**config.mk**
```make
export PLATFORM = sky130hd
export DESIGN_NAME = fulladder_voter
export DESIGN_NICKNAME = d
export VERILOG_FILES = /design/src/rtl/fulladder_pkg.sv /design/src/rtl/fa_core.sv /design/src/rtl/fulladder_voter.sv
export SDC_FILE = /design/constraint.sdc
export NUM_CORES = 1
export LEC_CHECK = 0
export BUFFER_PORTS_ARGS = -buffer_cell sky130_fd_sc_hd__buf_2
export CAP_MARGIN = 20
export CORE_MARGIN = 2
export CORE_UTILIZATION = 50
export DETAILED_ROUTE_END_ITERATION = 10
export PLACE_DENSITY = 0.79
export SYNTH_ARGS = -nofsm -noshare
export SYNTH_HDL_FRONTEND = slang
export SYNTH_SLANG_ARGS = --single-unit
```
**constraint.sdc**
```tcl
create_clock -name clk -period 2.2 [get_ports clk]
set_input_delay 0.11 -clock clk [delete_from_list [all_inputs] [get_ports clk]]
set_output_delay 0.11 -clock clk [all_outputs]
set_load 0.05 [all_outputs]
```
**src/rtl/fulladder_pkg.sv**
```systemverilog
`default_nettype none
// ============================================================================
// Module      : fulladder_pkg
// Description : Shared core indices, core coding styles and the 2-of-3 vote.
// Revision    : 1.0 - initial release
// ============================================================================
package fulladder_pkg;

    localparam int CORE_GATE = 0;
    localparam int CORE_BEH  = 1;
    localparam int CORE_DF   = 2;
    localparam int NUM_CORES = 3;

    typedef enum logic [1:0] {
        STYLE_GATE = 2'd0,
        STYLE_BEH  = 2'd1,
        STYLE_DF   = 2'd2
    } core_style_e;

    function automatic logic maj3(input logic [NUM_CORES-1:0] v);
        return (v[0] & v[1]) | (v[0] & v[2]) | (v[1] & v[2]);
    endfunction

endpackage
`default_nettype wire

```
**src/rtl/fa_core.sv**
```systemverilog
`default_nettype none
// ============================================================================
// Module      : fa_core
// Description : 1-bit full adder; STYLE picks gate, behavioural or dataflow coding.
// Revision    : 1.0 - initial release
// ============================================================================
module fa_core
    import fulladder_pkg::*;
#(
    parameter core_style_e STYLE = STYLE_GATE
) (
    input  logic a,
    input  logic b,
    input  logic cin,
    output logic sum,
    output logic cout
);

    generate
        if (STYLE == STYLE_GATE) begin : g_gate
            logic w_ab_xor;
            logic w_ab_and;
            logic w_c_prop;
            xor u_xor_ab  (w_ab_xor, a, b);
            xor u_xor_sum (sum, w_ab_xor, cin);
            and u_and_ab  (w_ab_and, a, b);
            and u_and_cp  (w_c_prop, cin, w_ab_xor);
            or  u_or_cout (cout, w_ab_and, w_c_prop);
        end else if (STYLE == STYLE_BEH) begin : g_beh
            // Truth-table form keeps this core independent of the XOR/AND structure.
            always_comb begin
                sum  = 1'b0;
                cout = 1'b0;
                case ({a, b, cin})
                    3'b001, 3'b010, 3'b100: sum = 1'b1;
                    3'b011, 3'b101, 3'b110: cout = 1'b1;
                    3'b111: begin
                        sum  = 1'b1;
                        cout = 1'b1;
                    end
                    default: ;
                endcase
            end
        end else begin : g_df
            assign sum  = a ^ b ^ cin;
            assign cout = (a & b) | (cin & (a ^ b));
        end
    endgenerate

endmodule
`default_nettype wire

```
**src/rtl/fulladder_voter.sv**
```systemverilog
`default_nettype none
// ============================================================================
// Module      : fulladder_voter
// Description : Registered TMR full adder with 2-of-3 vote and mismatch tracking.
// Revision    : 1.0 - initial release
// ============================================================================
module fulladder_voter
    import fulladder_pkg::*;
#(
    parameter int CNT_W = 8
) (
    input  logic                 clk,
    input  logic                 rst_n,
    input  logic                 in_valid,
    input  logic                 a,
    input  logic                 b,
    input  logic                 cin,
    input  logic [NUM_CORES-1:0] fault_inj,
    input  logic                 clear_err,
    output logic                 out_valid,
    output logic                 sum,
    output logic                 cout,
    output logic [NUM_CORES-1:0] core_sum,
    output logic [NUM_CORES-1:0] core_cout,
    output logic                 mismatch,
    output logic                 mismatch_sticky,
    output logic [CNT_W-1:0]     mismatch_cnt
);

    localparam logic [CNT_W-1:0] C_CNT_MAX = {CNT_W{1'b1}};

    logic [NUM_CORES-1:0] w_raw_sum;
    logic [NUM_CORES-1:0] w_core_sum;
    logic [NUM_CORES-1:0] w_core_cout;
    logic                 w_mismatch;

    logic                 r_out_valid;
    logic                 r_sum;
    logic                 r_cout;
    logic [NUM_CORES-1:0] r_core_sum;
    logic [NUM_CORES-1:0] r_core_cout;
    logic                 r_mismatch;
    logic                 r_sticky;
    logic [CNT_W-1:0]     r_cnt;

    fa_core #(.STYLE(STYLE_GATE)) u_core_gate (
        .a(a), .b(b), .cin(cin), .sum(w_raw_sum[CORE_GATE]), .cout(w_core_cout[CORE_GATE])
    );
    fa_core #(.STYLE(STYLE_BEH)) u_core_beh (
        .a(a), .b(b), .cin(cin), .sum(w_raw_sum[CORE_BEH]), .cout(w_core_cout[CORE_BEH])
    );
    fa_core #(.STYLE(STYLE_DF)) u_core_df (
        .a(a), .b(b), .cin(cin), .sum(w_raw_sum[CORE_DF]), .cout(w_core_cout[CORE_DF])
    );

    generate
        for (genvar i = 0; i < NUM_CORES; i++) begin : g_fault
            assign w_core_sum[i] = w_raw_sum[i] ^ fault_inj[i];
        end
    endgenerate

    // Disagreement means a vector is neither all-zero nor all-one.
    assign w_mismatch = ~((&w_core_sum)  | ~(|w_core_sum))
                      | ~((&w_core_cout) | ~(|w_core_cout));

    always_ff @(posedge clk or negedge rst_n) begin
        if (!rst_n) begin
            r_out_valid <= 1'b0;
            r_sum       <= 1'b0;
            r_cout      <= 1'b0;
            r_core_sum  <= '0;
            r_core_cout <= '0;
            r_mismatch  <= 1'b0;
            r_sticky    <= 1'b0;
            r_cnt       <= '0;
        end else begin
            r_out_valid <= in_valid;
            if (in_valid) begin
                r_core_sum  <= w_core_sum;
                r_core_cout <= w_core_cout;
                r_sum       <= maj3(w_core_sum);
                r_cout      <= maj3(w_core_cout);
                r_mismatch  <= w_mismatch;
            end
            // A clear wins over a mismatch on the same edge.
            if (clear_err) begin
                r_sticky <= 1'b0;
                r_cnt    <= '0;
            end else if (in_valid && w_mismatch) begin
                r_sticky <= 1'b1;
                if (r_cnt != C_CNT_MAX) begin
                    r_cnt <= r_cnt + 1'b1;
                end
            end
        end
    end

    assign out_valid       = r_out_valid;
    assign sum             = r_sum;
    assign cout            = r_cout;
    assign core_sum        = r_core_sum;
    assign core_cout       = r_core_cout;
    assign mismatch        = r_mismatch;
    assign mismatch_sticky = r_sticky;
    assign mismatch_cnt    = r_cnt;

endmodule
`default_nettype wire

```
==> metrics.md, run 1 <==
| Metric | Value |
|---|---|
| Crit Path Max Fanout | 11 |
| Part of the power in registers | 0.411 |
| Final worst path period need | 1.87 ns |
| RSZ-0062 raised after global routing | false |
| Core Footprint | 0.00169 mm2 |
| Initial DRC count | 5 |
| Post-cts resize count | 0 |
| Nets | 130 |
| Hold_sp | in_valid |
| Num CTS Buffers | 3 |
| Die W | 46.1 um |
| Antenna-violating nets left | 0 |
| Yosys reg bits | 16 |
| Post-synthesis mux area share | 0.0606 |
| Std cell rows | 15 |
| Tot Pwr | 826 uW |
| WL/cell | 11.9 um |
| CP Launch Type | primary input |
| H-Tree Depth | 1 |
| Worst-Margin Slew | 0.429 ns |
| Synth top area cells | dfrtp_1 45%, a21oi_1 4.5%, xnor2_1 3.9% |
| PortBufs | 28 |
| Vias per std cell | 5.33 |
| Netlist cell types | 30 |
| Setup Viol. Count Final | 0 |
| Antenna cells | 0 |
| Skew final | 0.00809 ns |
| Vias in the first global route | 584 |
| Drt first pass iters | 3 |
| Depth of the worst hold-timing path | 1 |
| Part of the power in combinational logic | 0.357 |
| Residual DRC | 0 |
| CP Capture Type | flip-flop |
| Worst r2r src | mismatch_cnt[0] |
| Compound-cell area share of the yosys netlist | 0.123 |
| R2R depth | 6 |
| Clk sinks | 16 |
| Sw Pwr | 313 uW |
| Sw Share | 0.378 |
| WS Path Type | primary input to flip-flop |
| Hold Path Class | primary input to flip-flop |
| GP Congestion | 0.774 |
| Mean post-synth cell area | 10.2 um2 |
| Tot GR Track Use | 0.174 |
| Final Hold Vio Count | 0 |
| R2R setup slack | 0.52 ns |
| Dpl hpwl | 1230 um |
| CP arrival | 2.09 ns |
| Initial antenna violation count | 0 |
| First-pass GRT wire length | 2620 um |
| Period utilisation layout | 0.852 |
| CP required | 2.41 ns |
| IO Pins | 29 |
| Cell-internal power | 513 uW |
| Die H | 46.1 um |
| Clock network power share | 0.231 |
| Fmax | 533 MHz |
| Pwr per Cell Area | 769 mW/mm2 |
| Status | finished, final reports clean |
| Initial Utilization | 0.525 |
| Adder-cell area share of the yosys netlist | 0.0508 |
| Worst VDD drop | 0.000413 V |
| CTS Hold Bufs | 1 |
| Layout cells sized above 1 | 0.353 |
| Routed WL | 1590 um |
| Post-synthesis xor/xnor area fraction | 0.0931 |
| Largest net degree at the start of global routing | 17 |
| Max-cap viol count | 0 |
| Final Max Tran Viols | 0 |
| Cells after synthesis | 87 |
| Post-Syn Nets | 100 |
| Die Footprint | 0.00213 mm2 |
| Clk_lat worst skew | 0.28 ns |
| Sequential area share after synthesis | 0.451 |
| Root Driver | clkbuf_4 |
| Simple-gate share of the synthesized area | 0.144 |
| Area grow syn2layout | 21.0% |
| Gr ovfl total | 0 |
| Hold worst-path end | out_valid |
| Lkg Pwr | 0.000524 uW |
| Share of the synthesized area in the top cell type | 0.451 |
| Total number of yosys warnings | 0 |
| Clock transition at path regs | 0.10 ns |
| Setup_tns | 0 ns |
| Post-CTS Setup Repair Bufs | 0 |
| Synthesized area | 887 um2 |
| Clock Tree Buf Depth | 2 |
| Via count | 709 |
| Combinational family with the most area after synthesis | simple AND/OR/NAND/NOR gates |
| Reg2reg end | mismatch_cnt[3] |
| TritonCTS clock tree | built |
| Yosys top cell by area | dfrtp_1 |
| Rel. slew slack | 0.711 |
[layout make-up]
type	count	area, um2
fillers	151	616
multi-input cells	57	420
flip-flops and latches	16	400
repair buffers	31	165
clock buffers	4	36.3
inverters	8	30.0
well taps	17	21.3
[layer usage]
metal	vias up	global-route usage	wire (um)
li1	356	-	-
met1	331	0.228	694
met2	20	0.278	789
met3	2	0.0392	93
met4	0	0.0686	11
met5	-	0	0
[metrics by stage]
step | instances | worst slack [ns] | instance area, um2 | hold slack (ns) | util
after global routing | 133 | 0.250 | 1070 | 0.0489 | 0.636
after global placement | 128 | 0.0584 | 1030 | 0.0411 | 0.608
final | 133 | 0.325 | 1070 | 0.0628 | 0.636
after CTS | 133 | 0.315 | 1070 | 0.0535 | 0.636
after floorplan | 87 | 0.171 | 890 | -0.186 | -
after detailed placement | 128 | 0.0424 | 1030 | 0.0461 | 0.608
[registers in the layout (all words and copies together) (netlist names)]
| register | count |
|---|---|
| core_cout | 1 |
| core_sum | 3 |
| mismatch | 1 |
| mismatch_cnt | 8 |
| mismatch_sticky | 1 |
| out_valid | 1 |
| sum | 1 |
[power groups by stage]
stage	sequential [uW]	clock, uW	combinational [uW]
2_1_floorplan	448	0	133
3_3_place_gp	344	0	293
3_5_place_dp	346	0	297
4_1_cts	340	199	299
5_1_grt	345	215	315
6_report	340	191	295
[cells in the final DEF (no fill, tap or decap), types with 2 or more instances in the layout]
cell type,synthesis,routed
inv_1,8,8
xnor2_1,4,4
nor3_1,2,2
nor3b_1,2,2
mux2i_1,2,2
a21oi_1,8,8
ha_1,2,2
nor2_1,5,5
clkbuf_4,0,3
nand3_1,3,3
dfrtp_1,16,16
mux2_2,3,3
buf_2,1,28
buf_4,4,2
nand2_1,3,3
or3_1,4,4
o21ai_0,6,6
[cells in the mapped netlist]
master / count
nand3_1: 3
o31ai_1: 1
o221ai_2: 1
o21a_1: 1
o21ai_0: 6
dfrtp_1: 16
nor2_1: 5
ha_1: 2
xnor2_2: 1
and2_1: 1
fa_1: 1
a2111oi_0: 1
nor3_1: 2
xor2_1: 1
or2_2: 1
a21oi_1: 8
xnor3_1: 1
nor4_1: 1
nor3b_1: 2
buf_4: 4
buf_2: 1
mux2i_1: 2
xnor2_1: 4
inv_1: 8
nand2_1: 3
or3_1: 4
or4_1: 1
mux2_2: 3
and3_1: 1
buf_1: 1
[worst max-delay path by stage]
stage / startpoint / end / slack [ns]
after global routing: cin / mismatch_cnt[3] / 0.25
after floorplan: cin / mismatch_cnt[7] / 0.17
after detailed placement: cin / mismatch_cnt[3] / 0.04
after global placement: cin / mismatch_cnt[5] / 0.06
final: cin / mismatch_cnt[3] / 0.33
after CTS: cin / mismatch_cnt[3] / 0.32
[cells by family after synthesis]
logic type               after synthesis
AND/OR/NAND/NOR                       24
AO/OA/AOI/OAI                         18
multiplexers                           5
adder cells (fa/ha/maj)                3
flip-flops                            16
buffers and inverters                 14
XOR/XNOR                               7
[worst max-delay path, stage by stage]
cell	delay (ns)
buf_2	0.09
inv_1	0.06
fa_2	0.57
xnor3_1	0.22
mux2i_1	0.21
o221ai_2	0.12
buf_4	0.19
or3_1	0.35
a21oi_1	0.16
Note: power is estimated with default switching activity, not from simulation.
==> inputs of run 2 (changes only) <==
- CTS_CLUSTER_SIZE: default -> 20
- PLACE_DENSITY: 0.79 -> 0.77
- SKIP_LAST_GASP: default -> 1
- SYNTH_HIERARCHICAL: default -> 1
==> run 2 against run 1 <==
  * Maximum frequency up 2.6%
  * Combinational power up 26%
  * Critical path depth down 2
  * Clock power down 8%
  * Die area up 12%
  * First-iteration DRC count down 20%
  * Wire length up 21%
  * Sequential power up 24%
  * Flip-flop and latch count up 3
==> metrics.md, run 2 <==
| Metric | Value |
|---|---|
| Async SR Flop Fraction | 1.00 (unchanged) |
| PortBufs | 28 (unchanged) |
| Die H | 48.7 um (+5.7%) |
| Antenna-violating nets left | 0 (unchanged) |
| Final worst path period need | 1.83 ns (-0.0468 ns) |
| Uppermost layer routed | met4 |
| Nets | 139 (+6.9%) |
| Setup Viol. Count Final | 0 (unchanged) |
| Crit Path Max Fanout | 13 (+2) |
| WL/cell | 12.7 um (+6.4%) |
| Rel. slew slack | 0.726 (+0.0150) |
| GP Congestion | 0.740 (-4.5%) |
| Netlist cell types | 29 (-3.3%) |
| Max-cap viol count | 0 (unchanged) |
| Dpl hpwl | 1480 um (+20%) |
| Final Hold Vio Count | 0 (unchanged) |
| CP peak stage delay | 0.53 ns (-0.04 ns) |
| Fmax | 547 MHz (+2.6%) |
| Met1 wire length | 878 um (+27%) |
| Layout cells sized above 1 | 0.315 (-0.0389) |
| Tot GR Track Use | 0.181 (+0.00653) |
| Initial DRC count | 4 (-1) |
| Via count | 793 (+12%) |
| Critical path's slowest cell | fa_1 |
| Met3 Routed Length | 82 um (-12%) |
| Area grow syn2layout | 19.9% |
| H-Tree Depth | 1 (unchanged) |
| Synthesized area | 0.00100 mm2 (+13%) |
| Yosys reg bits | 19 (+3) |
| Highest-count cells in the layout ignoring fill and taps | 28 x buf_2, 19 x dfrtp_1, 10 x a21oi_1 |
| Worst hold slack | 0.0842 ns (+0.0214 ns) |
| Drt first pass iters | 2 (-1) |
| WS Path Type | primary input to flip-flop |
| Initial Utilization | 0.521 (-0.00435) |
| CP required | 2.39 ns (-0.02 ns) |
| Vias in the first global route | 775 (+33%) |
| Skew final | 0.00231 ns (-0.00578 ns) |
| CP Launch Type | primary input |
| Critical Path, Cell by Cell | buf_2 > fa_1 > xnor2_1 > o211ai_1 > and3_4 > nor2b_1 > mux2_2 |
| Clock Tree Buf Depth | 2 (unchanged) |
| Vias per std cell | 5.25 (-1.5%) |
| Share of the synthesized area in the top cell type | 0.475 (+0.0237) |
| Cells after synthesis | 93 (+6.9%) |
| Num CTS Buffers | 3 (unchanged) |
| Finished Core Util | 0.624 (-0.0112) |
| TritonCTS clock tree | built |
| Period utilisation layout | 0.831 (-0.0213) |
| Total number of yosys warnings | 6 (+6) |
| IO Pins | 29 (unchanged) |
| Root Driver | clkbuf_4 |
| Max FFs per register | 8 (unchanged) |
| Post-synth EDFFs | 0 (unchanged) |
| Mean post-synth cell area | 10.8 um2 (+5.6%) |
| Routed WL | 1920 um (+21%) |
| RSZ-0062 raised after global routing | false |
| Std cell rows | 16 (+1) |
| Pwr per Cell Area | 807 mW/mm2 (+4.9%) |
| Post-Syn Nets | 107 (+7.0%) |
| Worst VDD drop | 0.000531 V (+29%) |
| CP Capture Type | flip-flop |
| Setup_tns | 0 ns (unchanged) |
| Gr ovfl total | 0 (unchanged) |
| Largest net degree at the start of global routing | 20 (+3) |
| Yosys top cell by area | dfrtp_1 |
| Final Max Tran Viols | 0 (unchanged) |
| CP arrival | 2.02 ns (-0.07 ns) |
| Initial antenna violation count | 0 (unchanged) |
| Die W | 48.7 um (+5.7%) |
| Lkg Pwr | 0.000543 uW (+3.5%) |
| Commonest non-fill, non-tap cell in the layout | buf_2 |
| Sequential area share after synthesis | 0.475 (+0.0237) |
| Hold Path Class | primary input to flip-flop |
| Worst-Margin Slew | 0.411 ns (-0.0180 ns) |
| First-pass GRT wire length | 3290 um (+26%) |
| Synth Flop Type | dfrtp_1 |
| Die Footprint | 0.00238 mm2 (+12%) |
| Clock transition at path regs | 0.11 ns (about the same) |
| Antenna cells | 0 (unchanged) |
| Status | finished, final reports clean |
| Met2 WL | 941 um (+19%) |
| Core Footprint | 0.00192 mm2 (+14%) |
| Synth top area cells | dfrtp_1 48%, mux2_2 6.7%, fa_1 6.0% |
| Top-count cell post-synth | dfrtp_1 |
| Clk sinks | 19 (+3) |
| Residual DRC | 0 (unchanged) |
| Post-synth top cells | 19 x dfrtp_1, 10 x a21oi_1, 6 x mux2_2, 6 x nor2_1 |
| Clk_lat worst skew | 0.29 ns (about the same) |
-- run 2: where the power goes --
part	internal, uW	leakage (uW)	switching [uW]
combinational	110	0.000291	261
clock	70.5	0.0000150	105
sequential	392	0.000236	29.7
-- run 2: stage by stage --
stage | cell area, um2 | setup slack [ns] | instances | power [uW]
floorplan | 1000 | 0.270 | 93 | 709
global placement | 1160 | 0.152 | 146 | 789
detailed placement | 1160 | 0.0679 | 146 | 802
CTS | 1200 | 0.381 | 151 | 979
global route | 1200 | 0.297 | 151 | 1020
finish | 1200 | 0.372 | 151 | 969
-- run 2: critical path, delay by kind of cell --
kind,cells,cell delay (ns)
adder cells (fa/ha/maj),1,0.53
AND/OR/NAND/NOR,2,0.44
multiplexers,1,0.36
XOR/XNOR,1,0.27
AO/OA/AOI/OAI,1,0.17
buffers and inverters,1,0.14
-- run 2: worst paths after layout --
| kind | startpoint | endpoint | slack [ns] | cells past startpoint |
|---|---|---|---|---|
| min reg2reg | mismatch_sticky | mismatch_sticky | 0.51 | 2 |
| min | in_valid | out_valid | 0.08 | 1 |
| min in group asynchronous | rst_n | mismatch_cnt[4] | 0.27 | 2 |
| max | a | mismatch_cnt[0] | 0.37 | 7 |
| max in group asynchronous | rst_n | core_cout[1] | 1.64 | 2 |
| max reg2reg | mismatch_cnt[0] | mismatch_cnt[0] | 0.39 | 5 |
-- run 2: kinds of logic (layout without fill, tap and decap cells) --
| logic type | count (synthesis) | in the layout | share of synthesized area |
|---|---|---|---|
| compound gates | 19 | 19 | 0.104 |
| xor+xnor | 6 | 6 | 0.0525 |
| fa+ha+maj | 5 | 5 | 0.0825 |
| buf+inv | 5 | 36 | 0.0263 |
| flops | 19 | 19 | 0.475 |
| mux | 7 | 7 | 0.0775 |
| simple gates | 32 | 32 | 0.182 |
-- run 2: cell type report --
cell class	instances	area [um2]
repair buffers	30	158
well taps	27	33.8
fillers	178	722
inverters	2	7.51
multi-input cells	69	499
clock buffers	4	26.3
flip-flops and latches	19	475
-- run 2: layer usage --
metal | track usage | up-vias
met5 | 0 | -
met3 | 0.0432 | 2
met1 | 0.242 | 382
met2 | 0.285 | 14
li1 | - | 395
met4 | 0.0667 | 0
-- run 2: repair_timing --
action,in CTS,in global routing
resized for setup,0,0
setup buffers,0,0
hold buffers,1,0
hold endpoints to repair,19,0
==> inputs of run 3 (changes only) <==
- ABC_AREA: default -> 1
- CORE_UTILIZATION: 50 -> 46
- PLACE_DENSITY: 0.77 -> 0.74
- clock period: 2.2 -> 1.5 ns (I/O delays scaled with it)
==> run 3 against run 2 <==
  * Clock skew shrank 0.00098 ns
  * Count of clock-buffer cells in the layout is the same
  * Wire length grew 25%
  * Setup slack lost 0.32 ns
  * Flip-flop and latch count is the same
  * Largest power group unchanged
==> metrics.md, run 3 <==
| Metric | Value |
|---|---|
| Crit path max-delay family | simple AND/OR/NAND/NOR gates |
| Part of the power in registers | 0.423 (-0.012) |
| Count of non-filler cells in the finished layout | 203 (+34%) |
| Antenna cells | 0 (unchanged) |
| Synthesized area | 0.00108 mm2 (+8.1%) |
| CP required | 1.70 ns (-0.69 ns) |
| Residual DRC | 0 (unchanged) |
| Initial antenna violation count | 0 (unchanged) |
| Setup Viol. Count Final | 0 (unchanged) |
| Worst VDD drop | 0.000748 V (+41%) |
| Num CTS Buffers | 3 (unchanged) |
| Depth of the worst hold-timing path | 2 (+1) |
| RSZ-0062 raised after global routing | true |
| Drt first pass iters | 4 (+2) |
| Initial DRC count | 17 (+13) |
| H-Tree Depth | 1 (unchanged) |
| Total number of yosys warnings | 6 (unchanged) |
| TritonCTS clock tree | built |
| Netlist cell types | 23 (-21%) |
| Synth Flop Type | dfrtp_1 |
| Lkg Pwr | 0.000767 uW (+41%) |
| Highest-count cells in the layout ignoring fill and taps | 50 x nand2_1, 28 x buf_2, 17 x nor2_1 |
| Period utilisation layout | 0.967 |
| Nets | 190 (+37%) |
| Post-synth top cells | 51 x nand2_1, 19 x dfrtp_1, 17 x nor2_1, 9 x inv_1, 8 x nand3_1 |
| CP Capture Type | flip-flop |
| Sw Pwr | 604 uW (+52%) |
| Number of fill cells | 208 (+17%) |
| WP buf/inv | 0 (-1) |
| Skew final | 0.00133 ns (-0.000978 ns) |
| Tot GR Track Use | 0.198 (+0.0179) |
| Yosys reg bits | 19 (unchanged) |
| Vias in the first global route | 972 (+25%) |
| WS Path Type | flip-flop to flip-flop |
| Via count | 1013 (+28%) |
| Dpl hpwl | 1740 um (+18%) |
| Worst-Margin Slew | 0.429 ns (+0.0185 ns) |
| Clk sinks | 19 (unchanged) |
| Clock Tree Buf Depth | 2 (unchanged) |
| Hold worst-path end | mismatch_sticky |
| Std cell rows | 17 (+1) |
| IO Pins | 29 (unchanged) |
| Reg2reg end | mismatch_cnt[3] |
| Root Driver | clkbuf_4 |
| Crit Path Max Fanout | 7 (-6) |
| Gr ovfl total | 0 (unchanged) |
| WL/cell | 11.8 um (-7.1%) |
| Post-Syn Nets | 148 (+38%) |
| Async SR Flop Fraction | 1.00 (unchanged) |
| Placed insts | 194 (+33%) |
| Hold_sp | clear_err |
| Clock transition at path regs | 0.12 ns (about the same) |
| Part of the power in combinational logic | 0.388 (+0.005) |
| Sequential area share after synthesis | 0.439 (-0.0357) |
| Hold Path Class | primary input to flip-flop |
| Top-count cell post-synth | nand2_1 |
| Die H | 52.5 um (+7.7%) |
| Area grow syn2layout | 28.9% |
| Die W | 52.5 um (+7.7%) |
| Cells after synthesis | 134 (+44%) |
| CP peak stage delay | 0.42 ns (-0.11 ns) |
| Cell-internal power | 842 uW (+47%) |
| GP Congestion | 0.844 (+14%) |
| Final Max Tran Viols | 0 (unchanged) |
| Clk_lat worst skew | 0.30 ns (about the same) |
| Routed WL | 2400 um (+25%) |
| Final Hold Vio Count | 0 (unchanged) |
| Post-route cell area | 0.00140 mm2 (+16%) |
| Yosys top cell by area | dfrtp_1 |
| Rel. slew slack | 0.714 (-0.0123) |
| Share of the synthesized area in the top cell type | 0.439 (-0.0357) |
| Initial Utilization | 0.489 (-0.0316) |
| Mean post-synth cell area | 8.08 um2 (-25%) |
| R2R depth | 8 (+3) |
| Crit path from | mismatch_cnt[1] |
| Synth top area cells | dfrtp_1 44%, nand2_1 18%, nor2_1 5.9% |
| Vias per std cell | 4.99 (-5.0%) |
| R2R setup slack | 0.05 ns (-0.34 ns) |
| Placed inst area | 0.00132 mm2 (+13%) |
| Pwr per Cell Area | 1040 mW/mm2 (+28%) |
| Antenna-violating nets left | 0 (unchanged) |
| Core Footprint | 0.00221 mm2 (+15%) |
| Critical path's slowest cell | dfrtp_2 |
| Max FFs per register | 8 (unchanged) |
| Max-cap viol count | 0 (unchanged) |
| PortBufs | 28 (unchanged) |
| Layout cells sized above 1 | 0.314 (about the same) |
| Commonest non-fill, non-tap cell in the layout | nand2_1 |
| CP Launch Type | flip-flop |
| First-pass GRT wire length | 4000 um (+21%) |
| Status | finished, final reports clean |
| Fmax | 689 MHz |
| Worst Setup Slack, final | 0.0490 ns (-0.323 ns) |
| Dpl ws | -0.195 ns (-0.263 ns) |
| Clock network power share | 0.189 (+0.007) |
| Largest net degree at the start of global routing | 20 (unchanged) |
| Worst r2r src | mismatch_cnt[1] |
| Final worst path period need | 1.45 ns |
| Post-synth EDFFs | 0 (unchanged) |
| Sw Share | 0.418 (+0.00829) |
| Critical Path, Cell by Cell | ha_4 > nand2_4 > nor3b_4 > nand3_2 > nand3_4 > nand2_4 > nand2_1 > nand2_1 |
| Die Footprint | 0.00276 mm2 (+16%) |
| CP arrival | 1.65 ns (-0.37 ns) |
run 3: logic make-up after synthesis:
kind of cell,after synthesis,synth area share
flip-flops,19,0.439
XOR/XNOR,6,0.0486
buffers and inverters,13,0.0474
AND/OR/NAND/NOR,85,0.358
AO/OA/AOI/OAI,7,0.0393
adder cells (fa/ha/maj),4,0.0671
run 3: per-layer routing:
metal / track usage / routed length (um)
met4: 0.0897 / 31
met2: 0.319 / 1170
met3: 0.0343 / 87
met1: 0.260 / 1100
met5: 0 / 0
run 3: cell type report:
class	count	area, um2	area share
Sequential cell	19	482	0.345
Clock buffer	4	26.3	0.0188
Inverter	11	41.3	0.0296
Tap cell	28	35.0	0.0251
Multi-Input combinational cell	103	591	0.423
Timing Repair Buffer	38	220	0.158
run 3: stage by stage:
step                utilization  total power (uW)  hold WS, ns  TNS, ns
global placement          0.595              1150       0.0330    -1.14
finish                    0.631              1450       0.0398        0
detailed placement        0.595              1160       0.0394    -1.46
global route              0.631              1530       0.0489  -0.0996
CTS                       0.616              1440       0.0314        0
floorplan                     -              1010       -0.221   -0.270
run 3: power groups by stage:
stage          sequential (uW)  clock (uW)  combinational (uW)
2_1_floorplan              824           0                 186
3_3_place_gp               620           0                 529
3_5_place_dp               623           0                 542
4_1_cts                    614         282                 547
5_1_grt                    618         302                 613
6_report                   611         274                 560
run 3: how the worst max path moves through the flow:
stage,end,slack (ns),cells past startpoint
2_1_floorplan,mismatch_cnt[0],-0.04,8
3_3_place_gp,mismatch_cnt[3],-0.15,12
3_5_place_dp,mismatch_cnt[3],-0.20,12
4_1_cts,mismatch_cnt[3],0.05,8
5_1_grt,mismatch_cnt[3],-0.03,8
6_report,mismatch_cnt[3],0.05,8
run 3: repair_timing:
action                     CTS  global route
hold buffers                 2             0
hold endpoints to repair    20             0
setup endpoints to repair    0             8
gates resized for setup      0             2
buffers inserted             0             2
